==> config.mk <==
export PLATFORM = sky130hd
export DESIGN_NAME = axi_lite_xbar_flat
export DESIGN_NICKNAME = d
export VERILOG_FILES = /design/src/rtl/axi_lite_if.sv /design/src/rtl/axi_if.sv /design/src/rtl/axi_lite_addr_decode.sv /design/src/rtl/axi_lite_xbar.sv /design/src/flat_wrapper.sv
export SDC_FILE = /design/constraint.sdc
export NUM_CORES = 1
export LEC_CHECK = 0
export CAP_MARGIN = 0
export CELL_PAD_IN_SITES_DETAIL_PLACEMENT = 1
export CELL_PAD_IN_SITES_GLOBAL_PLACEMENT = 1
export CORE_AREA = 2 2 173 175
export CTS_CLUSTER_SIZE = 12
export DETAILED_ROUTE_END_ITERATION = 8
export DIE_AREA = 0 0 175 177
export PLACE_DENSITY_LB_ADDON = 0.05
export SLEW_MARGIN = 10
export SYNTH_ARGS = -nofsm -noshare
export SYNTH_HDL_FRONTEND = slang
export SYNTH_SLANG_ARGS = --single-unit
==> constraint.sdc <==
create_clock -name clk -period 4.25 [get_ports clk]
set_input_delay 0.85 -clock clk [delete_from_list [all_inputs] [get_ports clk]]
set_output_delay 0.85 -clock clk [all_outputs]
set_load 0.005 [all_outputs]
==> src/rtl/axi_lite_if.sv <==
// Shared types for the AXI4-Lite crossbar: target select,
// response codes, FSM states and the window-hit helper.
package axi_lite_if;

  typedef enum logic [1:0] {
    SEL_SRAM = 2'd0,
    SEL_UART = 2'd1,
    SEL_NONE = 2'd2
  } sel_t;

  localparam logic [1:0] RESP_OKAY   = 2'b00;
  localparam logic [1:0] RESP_DECERR = 2'b11;

  typedef enum logic [1:0] {
    R_IDLE,
    R_ADDR,
    R_DATA,
    R_ERR
  } rd_state_t;

  typedef enum logic [2:0] {
    W_IDLE,
    W_AW_WAIT,
    W_W_WAIT,
    W_FWD,
    W_RESP,
    W_ERR
  } wr_state_t;

  // Subtract first so a window touching 2^32 cannot wrap.
  function automatic logic addr_hit(
    input logic [31:0] addr,
    input logic [31:0] base,
    input logic [31:0] size
  );
    logic [31:0] off;
    off = addr - base;
    return (addr >= base) && (off < size);
  endfunction

endpackage

==> src/rtl/axi_if.sv <==
// AXI4-Lite bundle with master/slave views.
interface axi_if;
  logic [31:0] awaddr;
  logic        awvalid;
  logic        awready;
  logic [31:0] wdata;
  logic [3:0]  wstrb;
  logic        wvalid;
  logic        wready;
  logic [1:0]  bresp;
  logic        bvalid;
  logic        bready;
  logic [31:0] araddr;
  logic        arvalid;
  logic        arready;
  logic [31:0] rdata;
  logic [1:0]  rresp;
  logic        rvalid;
  logic        rready;

  modport master (
    output awaddr, awvalid, input awready,
    output wdata, wstrb, wvalid, input wready,
    input bresp, bvalid, output bready,
    output araddr, arvalid, input arready,
    input rdata, rresp, rvalid, output rready
  );

  modport slave (
    input awaddr, awvalid, output awready,
    input wdata, wstrb, wvalid, output wready,
    output bresp, bvalid, input bready,
    input araddr, arvalid, output arready,
    output rdata, rresp, rvalid, input rready
  );
endinterface

==> src/rtl/axi_lite_addr_decode.sv <==
// Combinational address-to-target decode for the fixed
// SRAM/UART memory map.
module axi_lite_addr_decode
  import axi_lite_if::*;
#(
  parameter logic [31:0] SRAM_BASE = 32'h8000_0000,
  parameter logic [31:0] SRAM_SIZE = 32'h0800_0000,
  parameter logic [31:0] UART_BASE = 32'ha000_03f8,
  parameter logic [31:0] UART_SIZE = 32'h0000_0008
) (
  input  logic [31:0] addr,
  output sel_t        sel
);

  always_comb begin
    sel = SEL_NONE;
    unique case (1'b1)
      addr_hit(addr, SRAM_BASE, SRAM_SIZE):
        sel = SEL_SRAM;
      addr_hit(addr, UART_BASE, UART_SIZE):
        sel = SEL_UART;
      default:
        sel = SEL_NONE;
    endcase
  end

endmodule

==> src/rtl/axi_lite_xbar.sv <==
// 1-to-2 AXI4-Lite router: LSU master to SRAM or UART,
// unmapped accesses answered locally with DECERR.
module axi_lite_xbar
  import axi_lite_if::*;
#(
  parameter logic [31:0] SRAM_BASE = 32'h8000_0000,
  parameter logic [31:0] SRAM_SIZE = 32'h0800_0000,
  parameter logic [31:0] UART_BASE = 32'ha000_03f8,
  parameter logic [31:0] UART_SIZE = 32'h0000_0008
) (
  input logic   clk,
  input logic   reset,
  axi_if.slave  up,
  axi_if.master sram,
  axi_if.master uart
);

  sel_t ar_sel;
  sel_t aw_sel;

  axi_lite_addr_decode #(
    .SRAM_BASE(SRAM_BASE), .SRAM_SIZE(SRAM_SIZE),
    .UART_BASE(UART_BASE), .UART_SIZE(UART_SIZE)
  ) u_ar_dec (
    .addr(up.araddr),
    .sel (ar_sel)
  );

  axi_lite_addr_decode #(
    .SRAM_BASE(SRAM_BASE), .SRAM_SIZE(SRAM_SIZE),
    .UART_BASE(UART_BASE), .UART_SIZE(UART_SIZE)
  ) u_aw_dec (
    .addr(up.awaddr),
    .sel (aw_sel)
  );

  rd_state_t   rd_state_q, rd_state_d;
  logic [31:0] ar_addr_q, ar_addr_d;
  sel_t        ar_sel_q, ar_sel_d;

  always_ff @(posedge clk or negedge reset) begin
    if (!reset) begin
      rd_state_q <= R_IDLE;
      ar_addr_q  <= '0;
      ar_sel_q   <= SEL_SRAM;
    end else begin
      rd_state_q <= rd_state_d;
      ar_addr_q  <= ar_addr_d;
      ar_sel_q   <= ar_sel_d;
    end
  end

  logic r_sram;
  logic r_uart;
  logic r_vld;

  always_comb begin
    rd_state_d   = rd_state_q;
    ar_addr_d    = ar_addr_q;
    ar_sel_d     = ar_sel_q;
    r_sram       = (ar_sel_q == SEL_SRAM);
    r_uart       = (ar_sel_q == SEL_UART);
    r_vld        = 1'b0;
    up.arready   = 1'b0;
    up.rvalid    = 1'b0;
    up.rdata     = '0;
    up.rresp     = RESP_OKAY;
    sram.arvalid = 1'b0;
    sram.araddr  = ar_addr_q;
    sram.rready  = 1'b0;
    uart.arvalid = 1'b0;
    uart.araddr  = ar_addr_q;
    uart.rready  = 1'b0;
    unique case (rd_state_q)
      R_IDLE: begin
        up.arready = 1'b1;
        if (up.arvalid) begin
          ar_addr_d  = up.araddr;
          ar_sel_d   = ar_sel;
          rd_state_d = (ar_sel == SEL_NONE)
                     ? R_ERR : R_ADDR;
        end
      end
      R_ADDR: begin
        sram.arvalid = r_sram;
        uart.arvalid = r_uart;
        if ((r_sram && sram.arready) ||
            (r_uart && uart.arready))
          rd_state_d = R_DATA;
      end
      R_DATA: begin
        r_vld       = r_sram ? sram.rvalid : uart.rvalid;
        up.rvalid   = r_vld;
        up.rdata    = r_sram ? sram.rdata : uart.rdata;
        up.rresp    = r_sram ? sram.rresp : uart.rresp;
        sram.rready = r_sram && up.rready;
        uart.rready = r_uart && up.rready;
        if (r_vld && up.rready)
          rd_state_d = R_IDLE;
      end
      R_ERR: begin
        up.rvalid = 1'b1;
        up.rresp  = RESP_DECERR;
        if (up.rready)
          rd_state_d = R_IDLE;
      end
      default: rd_state_d = R_IDLE;
    endcase
  end

  wr_state_t   wr_state_q, wr_state_d;
  logic [31:0] aw_addr_q, aw_addr_d;
  sel_t        aw_sel_q, aw_sel_d;
  logic [31:0] w_data_q, w_data_d;
  logic [3:0]  w_strb_q, w_strb_d;
  logic        aw_done_q, aw_done_d;
  logic        w_done_q, w_done_d;

  always_ff @(posedge clk or negedge reset) begin
    if (!reset) begin
      wr_state_q <= W_IDLE;
      aw_addr_q  <= '0;
      aw_sel_q   <= SEL_SRAM;
      w_data_q   <= '0;
      w_strb_q   <= '0;
      aw_done_q  <= 1'b0;
      w_done_q   <= 1'b0;
    end else begin
      wr_state_q <= wr_state_d;
      aw_addr_q  <= aw_addr_d;
      aw_sel_q   <= aw_sel_d;
      w_data_q   <= w_data_d;
      w_strb_q   <= w_strb_d;
      aw_done_q  <= aw_done_d;
      w_done_q   <= w_done_d;
    end
  end

  logic       w_sram;
  logic       w_uart;
  logic       ds_awready;
  logic       ds_wready;
  logic       ds_bvalid;
  logic [1:0] ds_bresp;

  always_comb begin
    wr_state_d   = wr_state_q;
    aw_addr_d    = aw_addr_q;
    aw_sel_d     = aw_sel_q;
    w_data_d     = w_data_q;
    w_strb_d     = w_strb_q;
    aw_done_d    = aw_done_q;
    w_done_d     = w_done_q;
    w_sram       = (aw_sel_q == SEL_SRAM);
    w_uart       = (aw_sel_q == SEL_UART);
    ds_awready   = w_sram ? sram.awready : uart.awready;
    ds_wready    = w_sram ? sram.wready : uart.wready;
    ds_bvalid    = w_sram ? sram.bvalid : uart.bvalid;
    ds_bresp     = w_sram ? sram.bresp : uart.bresp;
    up.awready   = 1'b0;
    up.wready    = 1'b0;
    up.bvalid    = 1'b0;
    up.bresp     = RESP_OKAY;
    sram.awvalid = 1'b0;
    sram.awaddr  = aw_addr_q;
    sram.wvalid  = 1'b0;
    sram.wdata   = w_data_q;
    sram.wstrb   = w_strb_q;
    sram.bready  = 1'b0;
    uart.awvalid = 1'b0;
    uart.awaddr  = aw_addr_q;
    uart.wvalid  = 1'b0;
    uart.wdata   = w_data_q;
    uart.wstrb   = w_strb_q;
    uart.bready  = 1'b0;
    unique case (wr_state_q)
      W_IDLE: begin
        up.awready = 1'b1;
        up.wready  = 1'b1;
        if (up.awvalid) begin
          aw_addr_d = up.awaddr;
          aw_sel_d  = aw_sel;
        end
        if (up.wvalid) begin
          w_data_d = up.wdata;
          w_strb_d = up.wstrb;
        end
        aw_done_d = 1'b0;
        w_done_d  = 1'b0;
        if (up.awvalid && up.wvalid)
          wr_state_d = (aw_sel == SEL_NONE)
                     ? W_ERR : W_FWD;
        else if (up.awvalid)
          wr_state_d = W_W_WAIT;
        else if (up.wvalid)
          wr_state_d = W_AW_WAIT;
      end
      W_AW_WAIT: begin
        up.awready = 1'b1;
        if (up.awvalid) begin
          aw_addr_d  = up.awaddr;
          aw_sel_d   = aw_sel;
          aw_done_d  = 1'b0;
          w_done_d   = 1'b0;
          wr_state_d = (aw_sel == SEL_NONE)
                     ? W_ERR : W_FWD;
        end
      end
      W_W_WAIT: begin
        up.wready = 1'b1;
        if (up.wvalid) begin
          w_data_d   = up.wdata;
          w_strb_d   = up.wstrb;
          aw_done_d  = 1'b0;
          w_done_d   = 1'b0;
          wr_state_d = (aw_sel_q == SEL_NONE)
                     ? W_ERR : W_FWD;
        end
      end
      W_FWD: begin
        sram.awvalid = w_sram && !aw_done_q;
        uart.awvalid = w_uart && !aw_done_q;
        sram.wvalid  = w_sram && !w_done_q;
        uart.wvalid  = w_uart && !w_done_q;
        aw_done_d    = aw_done_q || ds_awready;
        w_done_d     = w_done_q || ds_wready;
        if (aw_done_d && w_done_d)
          wr_state_d = W_RESP;
      end
      W_RESP: begin
        up.bvalid   = ds_bvalid;
        up.bresp    = ds_bresp;
        sram.bready = w_sram && up.bready;
        uart.bready = w_uart && up.bready;
        if (ds_bvalid && up.bready)
          wr_state_d = W_IDLE;
      end
      W_ERR: begin
        up.bvalid = 1'b1;
        up.bresp  = RESP_DECERR;
        if (up.bready)
          wr_state_d = W_IDLE;
      end
      default: wr_state_d = W_IDLE;
    endcase
  end

endmodule

==> src/flat_wrapper.sv <==
// flat-port wrapper written by rule: the top's interface ports become plain ports
module axi_lite_xbar_flat import axi_lite_if::*;
#(
  parameter logic [31:0] SRAM_BASE = 32'h8000_0000,
  parameter logic [31:0] SRAM_SIZE = 32'h0800_0000,
  parameter logic [31:0] UART_BASE = 32'ha000_03f8,
  parameter logic [31:0] UART_SIZE = 32'h0000_0008
)
  (clk, reset, up_awaddr, up_awvalid, up_awready, up_wdata, up_wstrb, up_wvalid, up_wready, up_bresp, up_bvalid, up_bready, up_araddr, up_arvalid, up_arready, up_rdata, up_rresp, up_rvalid, up_rready, sram_awaddr, sram_awvalid, sram_awready, sram_wdata, sram_wstrb, sram_wvalid, sram_wready, sram_bresp, sram_bvalid, sram_bready, sram_araddr, sram_arvalid, sram_arready, sram_rdata, sram_rresp, sram_rvalid, sram_rready, uart_awaddr, uart_awvalid, uart_awready, uart_wdata, uart_wstrb, uart_wvalid, uart_wready, uart_bresp, uart_bvalid, uart_bready, uart_araddr, uart_arvalid, uart_arready, uart_rdata, uart_rresp, uart_rvalid, uart_rready);
  axi_if up_i ();
  axi_if sram_i ();
  axi_if uart_i ();
  input logic clk;
  input logic reset;
  input wire logic [$bits(up_i.awaddr)-1:0] up_awaddr;
  input wire logic [$bits(up_i.awvalid)-1:0] up_awvalid;
  output wire logic [$bits(up_i.awready)-1:0] up_awready;
  input wire logic [$bits(up_i.wdata)-1:0] up_wdata;
  input wire logic [$bits(up_i.wstrb)-1:0] up_wstrb;
  input wire logic [$bits(up_i.wvalid)-1:0] up_wvalid;
  output wire logic [$bits(up_i.wready)-1:0] up_wready;
  output wire logic [$bits(up_i.bresp)-1:0] up_bresp;
  output wire logic [$bits(up_i.bvalid)-1:0] up_bvalid;
  input wire logic [$bits(up_i.bready)-1:0] up_bready;
  input wire logic [$bits(up_i.araddr)-1:0] up_araddr;
  input wire logic [$bits(up_i.arvalid)-1:0] up_arvalid;
  output wire logic [$bits(up_i.arready)-1:0] up_arready;
  output wire logic [$bits(up_i.rdata)-1:0] up_rdata;
  output wire logic [$bits(up_i.rresp)-1:0] up_rresp;
  output wire logic [$bits(up_i.rvalid)-1:0] up_rvalid;
  input wire logic [$bits(up_i.rready)-1:0] up_rready;
  output wire logic [$bits(sram_i.awaddr)-1:0] sram_awaddr;
  output wire logic [$bits(sram_i.awvalid)-1:0] sram_awvalid;
  input wire logic [$bits(sram_i.awready)-1:0] sram_awready;
  output wire logic [$bits(sram_i.wdata)-1:0] sram_wdata;
  output wire logic [$bits(sram_i.wstrb)-1:0] sram_wstrb;
  output wire logic [$bits(sram_i.wvalid)-1:0] sram_wvalid;
  input wire logic [$bits(sram_i.wready)-1:0] sram_wready;
  input wire logic [$bits(sram_i.bresp)-1:0] sram_bresp;
  input wire logic [$bits(sram_i.bvalid)-1:0] sram_bvalid;
  output wire logic [$bits(sram_i.bready)-1:0] sram_bready;
  output wire logic [$bits(sram_i.araddr)-1:0] sram_araddr;
  output wire logic [$bits(sram_i.arvalid)-1:0] sram_arvalid;
  input wire logic [$bits(sram_i.arready)-1:0] sram_arready;
  input wire logic [$bits(sram_i.rdata)-1:0] sram_rdata;
  input wire logic [$bits(sram_i.rresp)-1:0] sram_rresp;
  input wire logic [$bits(sram_i.rvalid)-1:0] sram_rvalid;
  output wire logic [$bits(sram_i.rready)-1:0] sram_rready;
  output wire logic [$bits(uart_i.awaddr)-1:0] uart_awaddr;
  output wire logic [$bits(uart_i.awvalid)-1:0] uart_awvalid;
  input wire logic [$bits(uart_i.awready)-1:0] uart_awready;
  output wire logic [$bits(uart_i.wdata)-1:0] uart_wdata;
  output wire logic [$bits(uart_i.wstrb)-1:0] uart_wstrb;
  output wire logic [$bits(uart_i.wvalid)-1:0] uart_wvalid;
  input wire logic [$bits(uart_i.wready)-1:0] uart_wready;
  input wire logic [$bits(uart_i.bresp)-1:0] uart_bresp;
  input wire logic [$bits(uart_i.bvalid)-1:0] uart_bvalid;
  output wire logic [$bits(uart_i.bready)-1:0] uart_bready;
  output wire logic [$bits(uart_i.araddr)-1:0] uart_araddr;
  output wire logic [$bits(uart_i.arvalid)-1:0] uart_arvalid;
  input wire logic [$bits(uart_i.arready)-1:0] uart_arready;
  input wire logic [$bits(uart_i.rdata)-1:0] uart_rdata;
  input wire logic [$bits(uart_i.rresp)-1:0] uart_rresp;
  input wire logic [$bits(uart_i.rvalid)-1:0] uart_rvalid;
  output wire logic [$bits(uart_i.rready)-1:0] uart_rready;
  assign up_i.awaddr = up_awaddr;
  assign up_i.awvalid = up_awvalid;
  assign up_awready = up_i.awready;
  assign up_i.wdata = up_wdata;
  assign up_i.wstrb = up_wstrb;
  assign up_i.wvalid = up_wvalid;
  assign up_wready = up_i.wready;
  assign up_bresp = up_i.bresp;
  assign up_bvalid = up_i.bvalid;
  assign up_i.bready = up_bready;
  assign up_i.araddr = up_araddr;
  assign up_i.arvalid = up_arvalid;
  assign up_arready = up_i.arready;
  assign up_rdata = up_i.rdata;
  assign up_rresp = up_i.rresp;
  assign up_rvalid = up_i.rvalid;
  assign up_i.rready = up_rready;
  assign sram_awaddr = sram_i.awaddr;
  assign sram_awvalid = sram_i.awvalid;
  assign sram_i.awready = sram_awready;
  assign sram_wdata = sram_i.wdata;
  assign sram_wstrb = sram_i.wstrb;
  assign sram_wvalid = sram_i.wvalid;
  assign sram_i.wready = sram_wready;
  assign sram_i.bresp = sram_bresp;
  assign sram_i.bvalid = sram_bvalid;
  assign sram_bready = sram_i.bready;
  assign sram_araddr = sram_i.araddr;
  assign sram_arvalid = sram_i.arvalid;
  assign sram_i.arready = sram_arready;
  assign sram_i.rdata = sram_rdata;
  assign sram_i.rresp = sram_rresp;
  assign sram_i.rvalid = sram_rvalid;
  assign sram_rready = sram_i.rready;
  assign uart_awaddr = uart_i.awaddr;
  assign uart_awvalid = uart_i.awvalid;
  assign uart_i.awready = uart_awready;
  assign uart_wdata = uart_i.wdata;
  assign uart_wstrb = uart_i.wstrb;
  assign uart_wvalid = uart_i.wvalid;
  assign uart_i.wready = uart_wready;
  assign uart_i.bresp = uart_bresp;
  assign uart_i.bvalid = uart_bvalid;
  assign uart_bready = uart_i.bready;
  assign uart_araddr = uart_i.araddr;
  assign uart_arvalid = uart_i.arvalid;
  assign uart_i.arready = uart_arready;
  assign uart_i.rdata = uart_rdata;
  assign uart_i.rresp = uart_rresp;
  assign uart_i.rvalid = uart_rvalid;
  assign uart_rready = uart_i.rready;
  axi_lite_xbar #(.SRAM_BASE(SRAM_BASE), .SRAM_SIZE(SRAM_SIZE), .UART_BASE(UART_BASE), .UART_SIZE(UART_SIZE)) u_core (.clk(clk), .reset(reset), .up(up_i), .sram(sram_i), .uart(uart_i));
endmodule
Word level (Yosys, flattened, before mapping)
Cells that the tools add are included.
{"block": "totals", "inputBits": 189, "out_inout_bits": 251, "register_bits": 111, "wordCells": 129}
{"block": "op_classes", "magnitude_cmp": 8, "muxes": 48, "eq_ne": 23, "reduce_logical": 36, "n_addsub": 4}
{"operator": "$ge A32 B32 Y1 const B", "n": 4}
{"operator": "$sub A32 B32 Y32 const B", "n": 4}
{"operator": "$lt A32 B28 Y1 const B", "n": 2}
{"operator": "$lt A32 B4 Y1 const B", "n": 2}
{"operator": "$mux W32", "n": 2}
{"operator": "$mux W3", "n": 10}
{"operator": "$mux W1", "n": 19}
{"operator": "$logic_and A1 B1 Y1", "n": 18}
{"operator": "$pmux W3 S6", "n": 1}
{"operator": "$pmux W2 S2", "n": 4}
{"operator": "$mux W2", "n": 7}
{"operator": "$eq A2 B2 Y1 const B", "n": 5}
{"operator": "$ne A2 B2 Y1 const B", "n": 5}
{"operator": "$ne A2 B1 Y1 const B", "n": 4}
{"operator": "$pmux W1 S4", "n": 2}
{"operator": "$pmux W2 S4", "n": 1}
{"operator": "$eq A2 B1 Y1 const B", "n": 3}
{"operator": "$eq A3 B2 Y1 const B", "n": 2}
{"operator": "$eq A3 B3 Y1 const B", "n": 2}
{"operator": "$logic_not A2 Y1", "n": 3}
{"operator": "$reduce_and A2 Y1", "n": 3}
{"operator": "$reduce_and A6 Y1", "n": 1}
{"operator": "$ne A4 B3 Y1 const B", "n": 1}
{"operator": "$pmux W1 S2", "n": 2}
{"operator": "other kinds (8)", "n": 12}

Depth between registers and ports, before layout
{"block": "logic_depth", "word_depth": 8, "ltp_mapped": 9, "mapped_depth_nobuf": 9}

Cells and area by module
Synthesis repeated with hierarchy kept, for this count alone.
{"block": "hier_totals", "hier_cells": 670, "area_unflattened_um2": 6781.5}
{"mod": "axi_lite_xbar", "n_inst": 1, "cells_per_inst": 530, "seq_area_each_um2": 2777.7, "area_per_inst_um2": 5803.1}
{"mod": "axi_lite_addr_decode at u_core.u_aw_dec", "n_inst": 1, "cells_per_inst": 75, "seq_area_each_um2": 0.0, "area_per_inst_um2": 520.5}
{"mod": "axi_lite_addr_decode at u_core.u_ar_dec", "n_inst": 1, "cells_per_inst": 65, "seq_area_each_um2": 0.0, "area_per_inst_um2": 457.9}

Worst setup path after synthesis
No wires, ideal clock.
{"block": "synth_path", "kind": "input port to flip-flop", "from": "input port up_awaddr[27]", "to": "register u_core.aw_sel_q[1]", "required_ns": 4.107, "slack_ns": 1.283, "stages": 7, "arrival_time_ns": 2.824, "setup_time_ns": 0.143, "n_path_buf": 0, "cell_sequence": "or4_4 or4b_4 o31ai_1 xnor2_1 nand4_1 a2111oi_4 o22ai_1"}
{"block": "synth_between", "elab_chain_cells": 4, "elab_cells_between_ends": 9, "classes_between": "add/sub (2); order compare (4); mux (1); reduce/logical (2)"}
{"element": "from (decl)", "line": "flat_wrapper.sv:15", "text": "input wire logic [$bits(up_i.awaddr)-1:0] up_awaddr;"}
{"element": "$sub A32 B32 Y32", "line": "axi_lite_if.sv:37", "text": "off = addr - base;"}
{"element": "$lt A32 B4 Y1 / $lt A32 B28 Y1 (equally long branches)", "line": "axi_lite_if.sv:38", "text": "return (addr >= base) && (off < size);"}
{"element": "$logic_and A1 B1 Y1", "line": "axi_lite_if.sv:38"}
{"element": "$pmux W2 S2 (*)", "line": "axi_lite_addr_decode.sv:17", "text": "unique case (1'b1)"}
{"element": "to (signal assigned)", "line": "axi_lite_xbar.sv:131", "text": "aw_sel_q <= aw_sel_d;"}
{"element": "to (decl)", "line": "axi_lite_xbar.sv:113", "text": "sel_t aw_sel_q, aw_sel_d;"}
Mark *: on every way between the ends. The rest lies on a longest branch, timed or not.
A chain may end at the register's enable or synchronous reset.

Final worst setup path
{"block": "layout_path", "from": "input port up_araddr[3]", "to": "register u_core.ar_sel_q[0]"}
{"block": "layout_between", "elab_chain_cells": 4, "elab_cells_between_ends": 9, "classes_between": "add/sub (2); order compare (4); mux (1); reduce/logical (2)"}
{"element": "from (decl)", "line": "flat_wrapper.sv:25", "text": "input wire logic [$bits(up_i.araddr)-1:0] up_araddr;"}
{"element": "$sub A32 B32 Y32", "line": "axi_lite_if.sv:37"}
{"element": "$lt A32 B4 Y1 / $lt A32 B28 Y1 (equally long branches)", "line": "axi_lite_if.sv:38"}
{"element": "$logic_and A1 B1 Y1", "line": "axi_lite_if.sv:38"}
{"element": "$pmux W2 S2 (*)", "line": "axi_lite_addr_decode.sv:17"}
{"element": "to (signal assigned)", "line": "axi_lite_xbar.sv:49", "text": "ar_sel_q <= ar_sel_d;"}
{"element": "to (decl)", "line": "axi_lite_xbar.sv:39", "text": "sel_t ar_sel_q, ar_sel_d;"}
Marked as above.

==> qor.csv <==
stage,metric,value,unit
outcome,run_status,finished clean,
logic_synthesis,synth_cells,686,
global_routing,antenna_found_initial,0,
critical_path,crit_chain,clkdlybuf4s50_1 > inv_1 > ha_1 > or4b_1 > or3_1 > nor3_1 > o311ai_1 > a2111oi_0 > and4bb_1 > mux2_2,
logic_synthesis,synth-simple-area-share,15.75,%
logic_synthesis,synth.mux.area_fraction,18.31,%
logic_synthesis,ys_seq_area_share,41.23,%
logic_synthesis,yosys.area.top_type,dfrtp_1,
logic_synthesis,synth_top_family_by_area,multiplexers,
critical_path,worstPathArrival,3.72,ns
logic_synthesis,synth_top_cell_area_share,41.23,%
timing,fin_crit_sh,80.44,%
critical_path,crit_fanout,5,
cells_and_area,syn_to_final_growth,65.57,%
place,hpwl,21640,µm
clock_tree,cts_tree,built,
floorplan,die_w,175,µm
logic_synthesis,avgSynthCellArea,9.822,µm²
timing,fin_crit,3.419,ns
floorplan,rows,63,
logic_synthesis,synthXorXnorAreaFrac,1.040,%
clock_tree,cts_made_buffers,9,
timing,maxSlewViolCount,0,
routing,routed_wl,27010,µm
timing,final-setup-viol-count,0,
timing,fmax,292.5,MHz
global_routing,grt_pass1_wl,41000,µm
critical_path,crit_slowest_cell,clkdlybuf4s50_1,
floorplan,initial_core_util,23.04,%
hold_path,min_path_type,primary input to asynchronous set/reset pin,
floorplan,ios,440,
clock_tree,cts_hold_buf,0,
floorplan,chipHeight,177,µm
critical_path,cp-start-kind,primary input,
cells_and_area,nets,1209,
clock_tree,htree_levels,3,
global_routing,grt_usage,17.06,%
power,ir_drop,0.2716,mV
routing,avgViaCountPerCell,4.463,
floorplan,die-area,0.03098,mm²
logic_synthesis,yosysUniqueCellTypes,62,
critical_path,worstSetupPathType,primary input to register,
logic_synthesis,synth_adder_area_share,0.7428,%
critical_path,cp.required,4.55,ns
clock_tree,clk_pin_slew,0.09,ns
timing,hold_viol_final,0,
logic_synthesis,synth_area_leaders,"dfrtp_1 41%, mux2_2 17%, buf_4 11%, nand2_1 4.6%, a21oi_1 3.5%",
routing,drt_iter0_drc,201,
clock_tree,ctsResizeCount,0,
logic_synthesis,yosys_warnings,0,
clock_tree,cts-root-buf,clkbuf_16,
logic_synthesis,synth_fp_nets,879,
global_routing,grt_pass1_vias,6635,
logic_synthesis,synth_compound_gate_area_share,9.731,%
logic_synthesis,async_reset_ff_share,100.0,%
global_routing,grt_max_degree,66,
global_routing,grt_overflow,0,
critical_path,path_buf_inv,2,
run,cap_viol_max_count,0,
timing,slew_headroom,49.62,%
timing,finClkSkew,0.01074,ns
cells_and_area,final_cells,1411,
logic_synthesis,synth-edff-count,0,
routing,drc,0,
routing,vias,6297,
routing,drt-wirelength-per-cell,19.14,µm
clock_tree,clk_latency,0.36,ns
place,gp_congestion,0.7869,
power,p_leak,4.262,nW
clock_tree,cts_setup_buffers,0,
timing,rsz0062_at_grt,false,
routing,dr.pass1.iters,4,
logic_synthesis,ys_ff_latch,111,
place,portBuffers,439,
critical_path,path_depth,10,
clock_tree,clk_path_buf_depth,2,
clock_tree,cts_sinks,111,
place,placed_cells,1395,
power,powerDensity,644.1,mW/mm²
cells_and_area,antenna_cells,0,
routing,detail-route-antenna-nets,0,
cells_and_area,drive_above_1_share,13.52,%
critical_path,crit_family,simple AND/OR/NAND/NOR gates,
critical_path,rr_worst_depth,7,
logic_synthesis,synth_area,0.006738,mm²
critical_path,cp-end-kind,register,
floorplan,core,0.02924,mm²
timing,finalSetupTns,0,ns
timing,worstMarginPinSlew,0.7557,ns
critical_path,critPathMaxStageDelay,0.57,ns
logic_synthesis,synth-main-ff-cell,dfrtp_1,
## where the power goes
| group | switching (mW) | internal, mW | leakage (nW) |
|---|---|---|---|
| logic | 1.43 | 2.78 | 2.81 |
| clock network | 0.436 | 0.408 | 0.134 |
| registers | 0.541 | 1.59 | 1.32 |
| total | 2.41 | 4.78 | 4.26 |
## through the flow
| stage | instance area, µm² | utilization (%) | power, mW | hold WS, ns | worst slack [ns] |
|---|---|---|---|---|---|
| final | 11160 | 38.15 | 7.185 | 0.4933 | 0.8312 |
| after global routing | 11160 | 38.15 | 7.710 | 0.5267 | 0.6053 |
| after CTS | 11160 | 38.15 | 7.349 | 0.5133 | 0.7922 |
| after detailed placement | 10880 | 37.19 | 6.445 | 0.5190 | 0.4843 |
| after global placement | 10880 | 37.19 | 6.425 | 0.5166 | 0.5325 |
| after floorplan | 6738 | - | 4.003 | 0.5283 | 1.283 |
## logic make-up (layout without fill, tap and decap cells)
| family | Yosys count | after routing |
|---|---|---|
| and+or+nand+nor | 215 | 215 |
| adders and majority gates | 4 | 4 |
| DFF | 111 | 111 |
| buffers and inverters | 137 | 472 |
| AOI/OAI and AO/OA | 101 | 101 |
| xor gates and xnor gates | 8 | 8 |
| muxes | 110 | 110 |
## layer usage
layer / up-vias / track usage (%) / wire length (µm)
met5: - / 0 / 0
met4: 0 / 3.264 / 232
met3: 12 / 4.274 / 1693
met2: 228 / 30.68 / 13930
met1: 3084 / 20.69 / 11150
li1: 2973 / - / -
## synthesized netlist by cell type, types with 7 or more instances
cell type / n
a21oi_1: 47
buf_4: 100
o21ai_0: 12
dfrtp_1: 111
inv_1: 10
xnor2_1: 7
clkbuf_1: 23
nand4_1: 10
nor3_1: 15
mux2_2: 103
nor2_1: 44
o21a_1: 7
nand3_1: 11
nand2_1: 83
## state kept, by name (all words and copies together), names as in the netlist
register / count
u_core.aw_sel_q: 2
u_core.ar_sel_q: 2
u_core.sram.wdata: 32
u_core.wr_state_q: 3
u_core.w_done_q: 1
u_core.sram.araddr: 32
u_core.rd_state_q: 2
u_core.sram.awaddr: 32
u_core.aw_done_q: 1
u_core.sram.wstrb: 4
## final cells by class
class	instances	area, µm²
Clock buffer	10	229.0
Clock inverter	6	51.30
Fill cell	3277	18090
Inverter	10	37.54
Multi-Input combinational cell	438	3078
Sequential cell	111	2778
Tap cell	390	488.0
Timing Repair Buffer	446	4494
## cell usage in the layout, fill, tap and decap left out, drive strengths merged, types with 3 or more instances in the layout
cell             n
nor2b            4
nand2           83
or3              6
nor3            16
nor4             7
o32ai            3
ha               4
clkbuf          10
a211oi           5
nand4           10
a211o            3
nand3b           4
inv             13
xnor2            7
a2111oi          3
o21a             7
o21ai           14
nand3           11
dfrtp          111
buf              8
nor3b            6
or4              3
o22ai            3
or2              3
nand2b           4
a21oi           47
mux2           106
clkdlybuf4s50  438
mux2i            4
nor2            44
## worst paths after layout
kind / from / endpoint / slack, ns
hold reg to reg: u_core.sram.awaddr[15] / u_core.sram.awaddr[15] / 0.54
setup / recovery: up_araddr[3] / u_core.ar_sel_q[0] / 0.83
setup reg to reg: u_core.aw_sel_q[0] / u_core.wr_state_q[1] / 1.96
max in group asynchronous: reset / u_core.sram.wdata[14] / 2.95
hold / removal: reset / u_core.sram.awaddr[15] / 0.49
min in group clk: u_core.sram.awaddr[15] / u_core.sram.awaddr[15] / 0.54
Note: power is estimated with default switching activity, not from simulation.
